$ cat src/rtl/alu_pkg.sv
// alu_pkg: opcodes, legality check and FSM state type shared by the ALU issue controller and ALU.
// Rev 1.0
`default_nettype none

package alu_pkg;

  localparam logic [3:0] OP_NOP = 4'd0;
  localparam logic [3:0] OP_ADD = 4'd1;
  localparam logic [3:0] OP_SUB = 4'd2;
  localparam logic [3:0] OP_AND = 4'd3;
  localparam logic [3:0] OP_OR  = 4'd4;
  localparam logic [3:0] OP_XOR = 4'd5;
  localparam logic [3:0] OP_SHL = 4'd7;
  localparam logic [3:0] OP_SHR = 4'd8;

  typedef enum logic [1:0] {
    ST_IDLE    = 2'd0,
    ST_ISSUE   = 2'd1,
    ST_CAPTURE = 2'd2,
    ST_RESP    = 2'd3
  } state_e;

  function automatic logic is_legal_op(input logic [3:0] op);
    return op inside {OP_ADD, OP_SUB, OP_AND, OP_OR, OP_XOR, OP_SHL, OP_SHR};
  endfunction

endpackage

`default_nettype wire

$ cat src/rtl/alu_issue_ctrl.sv
// alu_issue_ctrl: accepts one ALU request, issues it for one cycle, captures the result and holds the response.
// Rev 1.0
`default_nettype none

module alu_issue_ctrl
  import alu_pkg::*;
#(
  parameter int DATA_W = 16
) (
  input  logic              clk_i,
  input  logic              rst_i,
  input  logic              req_valid_i,
  output logic              req_ready_o,
  input  logic [3:0]        req_op_i,
  input  logic [DATA_W-1:0] req_a_i,
  input  logic [DATA_W-1:0] req_b_i,
  output logic              resp_valid_o,
  input  logic              resp_ready_i,
  output logic [DATA_W-1:0] resp_data_o,
  output logic              resp_z_o,
  output logic              resp_y_o,
  output logic              resp_err_o,
  output logic [3:0]        alu_op_o,
  output logic [DATA_W-1:0] alu_in_1_o,
  output logic [DATA_W-1:0] alu_in_2_o,
  input  logic [DATA_W-1:0] alu_out_i,
  input  logic              alu_z_i,
  input  logic              alu_y_i,
  output logic [DATA_W-1:0] op_count_o
);

  state_e            state_q;
  logic [3:0]        alu_op_q;
  logic [DATA_W-1:0] alu_in_1_q;
  logic [DATA_W-1:0] alu_in_2_q;
  logic              resp_valid_q;
  logic [DATA_W-1:0] resp_data_q;
  logic              resp_z_q;
  logic              resp_y_q;
  logic              resp_err_q;
  logic [DATA_W-1:0] op_count_q;
  logic [DATA_W-1:0] op_count_d;

  assign op_count_d = op_count_q + 1'b1;

  // The ALU drive registers double as the request latch: loaded on accept, cleared after ISSUE.
  always_ff @(posedge clk_i) begin
    if (rst_i) begin
      state_q      <= ST_IDLE;
      alu_op_q     <= OP_NOP;
      alu_in_1_q   <= '0;
      alu_in_2_q   <= '0;
      resp_valid_q <= 1'b0;
      resp_data_q  <= '0;
      resp_z_q     <= 1'b0;
      resp_y_q     <= 1'b0;
      resp_err_q   <= 1'b0;
      op_count_q   <= '0;
    end else begin
      case (state_q)
        ST_IDLE: begin
          if (req_valid_i) begin
            if (is_legal_op(req_op_i)) begin
              alu_op_q   <= req_op_i;
              alu_in_1_q <= req_a_i;
              alu_in_2_q <= req_b_i;
              state_q    <= ST_ISSUE;
            end else begin
              resp_data_q  <= '0;
              resp_z_q     <= 1'b0;
              resp_y_q     <= 1'b0;
              resp_err_q   <= 1'b1;
              resp_valid_q <= 1'b1;
              state_q      <= ST_RESP;
            end
          end
        end
        ST_ISSUE: begin
          alu_op_q   <= OP_NOP;
          alu_in_1_q <= '0;
          alu_in_2_q <= '0;
          state_q    <= ST_CAPTURE;
        end
        ST_CAPTURE: begin
          resp_data_q  <= alu_out_i;
          resp_z_q     <= alu_z_i;
          resp_y_q     <= alu_y_i;
          resp_err_q   <= 1'b0;
          resp_valid_q <= 1'b1;
          op_count_q   <= op_count_d;
          state_q      <= ST_RESP;
        end
        ST_RESP: begin
          if (resp_ready_i) begin
            resp_valid_q <= 1'b0;
            state_q      <= ST_IDLE;
          end
        end
        default: state_q <= ST_IDLE;
      endcase
    end
  end

  assign req_ready_o  = (state_q == ST_IDLE);
  assign resp_valid_o = resp_valid_q;
  assign resp_data_o  = resp_data_q;
  assign resp_z_o     = resp_z_q;
  assign resp_y_o     = resp_y_q;
  assign resp_err_o   = resp_err_q;
  assign alu_op_o     = alu_op_q;
  assign alu_in_1_o   = alu_in_1_q;
  assign alu_in_2_o   = alu_in_2_q;
  assign op_count_o   = op_count_q;

endmodule

`default_nettype wire

$ cat config.mk
export PLATFORM = sky130hd
export DESIGN_NAME = alu_issue_ctrl
export DESIGN_NICKNAME = d
export VERILOG_FILES = /design/src/rtl/alu_pkg.sv /design/src/rtl/alu_issue_ctrl.sv
export SDC_FILE = /design/constraint.sdc
export NUM_CORES = 1
export LEC_CHECK = 0
export BUFFER_PORTS_ARGS = -buffer_cell sky130_fd_sc_hd__buf_4
export CAP_MARGIN = 20
export CORE_ASPECT_RATIO = 1.25
export CORE_UTILIZATION = 51
export CTS_BUF_LIST = sky130_fd_sc_hd__clkbuf_2
export DETAILED_ROUTE_END_ITERATION = 16
export PLACE_DENSITY = 0.84
export SKIP_LAST_GASP = 1
export SLEW_MARGIN = 20
export SYNTH_ARGS = -nofsm -noshare
export SYNTH_HDL_FRONTEND = slang
export SYNTH_SLANG_ARGS = --single-unit
$ cat constraint.sdc
create_clock -name clk_i -period 2.8 [get_ports clk_i]
set_clock_uncertainty 0.05 [all_clocks]
set_input_delay 0.56 -clock clk_i [delete_from_list [all_inputs] [get_ports clk_i]]
set_output_delay 0.56 -clock clk_i [all_outputs]
set_load 0.01 [all_outputs]
==> summary.md <==
| Metric | Value |
|---|---|
| Status | complete, no violations |
| Synth Flop Type | dfxtp_1 |
| MaxCap Viol Count | 0 |
| Antenna violations before repair | 0 |
| Netlist cell types | 38 |
| CP Capture Type | flop |
| Post-synth top cells | dfxtp_1, a22o_1, nor2_1, xor2_1, nand4_1 |
| Area delta synth->final | 42.8% |
| Post-route ant nets | 0 |
| Number of I/O pins | between 100 and 150 |
| Die area | between 0.005 and 0.006 sq mm |
| Antenna cells | 0 |
| Post-synthesis async set-or-reset flop share | 0% |
| Final WS setup | approximately 0.68 ns |
| Drt total wl | roughly 6600 um |
| CTS tree | built |
| Design area | approximately 0.0038 sq mm |
| CTS H-tree lvls | 3 |
| Grt total ovfl | 0 |
| First-pass GRT wire length | about 10,000 um |
| CTS Root Cell | clkbuf_2 |
| Hold crit path type | input pin to flop |
| Layout Cells excl Fill | 432 |
| Max clock buf depth | 2 |
| Cell row count | 29 |
| P per Cell Area | roughly 740 mW/mm^2 |
| Yosys top cell area share | between 50 and 60% |
| CP required | around 3.2 ns |
| Worst IR Drop VDD | around 0.45 mV |
| Residual DRC count | 0 |
| Num CTS Buffers | 9 |
| Count of warnings emitted by yosys | 0 |
| Core ar. | roughly 0.0050 sq mm |
| Critical R2R Capture | alu_in_1_o[11] |
| Arrival time worst endpoint | between 2 and 3 ns |
| Count leader, synth | dfxtp_1 |
| Placed insts | 416 |
| IO buf count | 130 |
| Starting density of the core | 53.0% |
| Crit start category | flop |
| #FFs+latches synth | 74 |
| EDFF count, synth | 0 |
| Die Width | 66.7 um |
| RSZ-0062 raised after global routing | false |
| Max FO, Critical Path | 25 |
| Worst setup path class | flop to flop |
| Vias in the first global route | 2,249 |
| Maximum number of pins on one net before global-route repair | 26 |
| DR pass1 iterations | 4 |
| Synth Instances | between 200 and 250 |
| Crit path from | state_q[0] |
| GPL Wtd Cong | 0.838 |
| Die Ht | a little over 80 um |
| Setup TNS | 0 ns |
| Leakage power | around 1.8 nW |
| End of the critical path | alu_in_1_o[11] |
| Layout cell share with drive strength beyond 1 | 42.4% |
| Synth area leaders | dfxtp_1, a22o_1, nor2_1 |
| Minimum clock period | about 2.1 ns |
| CTS clk-pin slew, worst paths | 0.21 ns |
| Cell Area, Placed | around 0.0037 sq mm |
| GRT Overall Usage | between 20% and 30% |
| FF-to-FF path depth | 6 |
| Max-slew violation count | 0 |
| Seq/Total Area, Yosys | 55.5% |
| Skew-Pair Late Insertion Delay | between 0.4 and 0.5 ns |
| Reg-to-reg setup timing slack | around 0.68 ns |
| Post-Syn Nets | between 200 and 300 |
| Post-CTS setup buffers | 0 |
| Final setup viols | 0 |
| HPWL after DPL | ~4700 um |
| Post-synth top area cell | dfxtp_1 |
| Worst r2r src | state_q[0] |
| Iteration-0 DRC Markers | ~130 |
| Period utilization | 75.5% |
| Post-CTS Hold Buffers | 0 |
| Fmax | 473 MHz |
| Clock sinks | 74 |
| Actual slew at the worst max-slew pin | 0.709 ns |
| DR vias | roughly 2,300 |
| Pre-CTS setup slack | ~0.42 ns |
| Final #Nets | 428 |
| Max_slew headroom | 52.7% |
| Post_cts resized | 0 |
| Post-Synthesis Cell Area | about 0.0027 sq mm |
| Vias per cell | between 5 and 6 |
| Final hold violations | 0 |
| Mapped Avg Cell Area | ~11 sq um |
| Post-DR wirelength/cell | approximately 15 um |
-- cell families (layout without fill, tap and decap cells) --
kind of cell	count (synthesis)	after routing	share of synthesized area [%]
adders and majority gates	5	5	2.34
DFF	74	74	55.5
muxes	1	1	0.375
xor gates and xnor gates	13	13	4.26
buffers and inverters	16	152	3.61
AOI/OAI and AO/OA	70	70	22.6
and+or+nand+nor	55	55	11.3
-- worst min-delay path by stage --
stage | start | end | slack, ns | cells past startpoint
3_5_place_dp | alu_op_o[2] | alu_op_o[2] | 0.41 | 1
3_3_place_gp | alu_in_1_o[3] | alu_in_1_o[3] | 0.41 | 1
6_report | req_b_i[11] | alu_in_2_o[11] | 0.20 | 2
2_1_floorplan | resp_valid_o | resp_valid_o | 0.44 | 2
4_1_cts | req_b_i[11] | alu_in_2_o[11] | 0.16 | 2
5_1_grt | req_b_i[13] | alu_in_2_o[13] | 0.18 | 2
-- report_power, final --
part | leakage (nW) | internal (mW) | switching [mW] | total (mW)
registers | 0.600 | 1.19 | 0.0974 | 1.29
logic | 1.08 | 0.422 | 0.444 | 0.866
clock network | 0.0795 | 0.294 | 0.368 | 0.662
-- per-stage QoR --
stage	power, mW	util (%)	hold slack, ns
2_1_floorplan	1.80	-	0.444
3_3_place_gp	2.14	72.8	0.407
3_5_place_dp	2.16	72.8	0.409
4_1_cts	2.83	75.5	0.162
5_1_grt	2.96	75.6	0.175
6_report	2.82	75.6	0.196
-- layout by cell type, fill, tap and decap left out, types with 3 or more instances in the layout --
master,Yosys,layout
ha_1,5,5
inv_1,3,3
nand3_1,4,4
or3_1,4,4
a21oi_1,4,4
o21ai_0,3,3
nand4_1,6,6
nor2_1,21,21
a22o_1,54,54
dfxtp_1,74,74
xor2_1,8,8
xnor2_1,5,5
buf_4,2,133
nand2_1,5,5
clkbuf_2,0,9
-- layout make-up --
class / instances / area, sq um
clock buffer: 9 / 45.0
sequential: 74 / 1480
multi-input combinational: 144 / 1110
tap: 62 / 77.6
fill: 382 / 1230
inverter: 3 / 11.3
timing repair buffer: 133 / 998
clock inverter: 7 / 93.8
-- critical path: stages, from the launching register on --
cell and delay [ns]:
dfxtp_1 0.38, inv_1 0.09, ha_1 0.27, inv_1 0.16
a211oi_4 0.56, buf_4 0.38, a22o_1 0.18
-- state kept, by name, indices dropped and copies added (netlist names) --
| name | count |
|---|---|
| state_q | 2 |
| resp_data_o | 16 |
| resp_z_o | 1 |
| alu_in_1_o | 16 |
| resp_err_o | 1 |
| resp_y_o | 1 |
| alu_in_2_o | 16 |
| alu_op_o | 4 |
| op_count_o | 16 |
| resp_valid_o | 1 |
-- per-layer routing --
layer | vias up | wire, um | GRT usage, %
met5 | - | 0 | 0
met4 | 0 | 161 | 10.8
met3 | 15 | 351 | 4.95
met2 | 88 | 3340 | 40.6
met1 | 1107 | 2720 | 29.9
li1 | 1122 | - | -
Power figures use the tool's default switching activity.
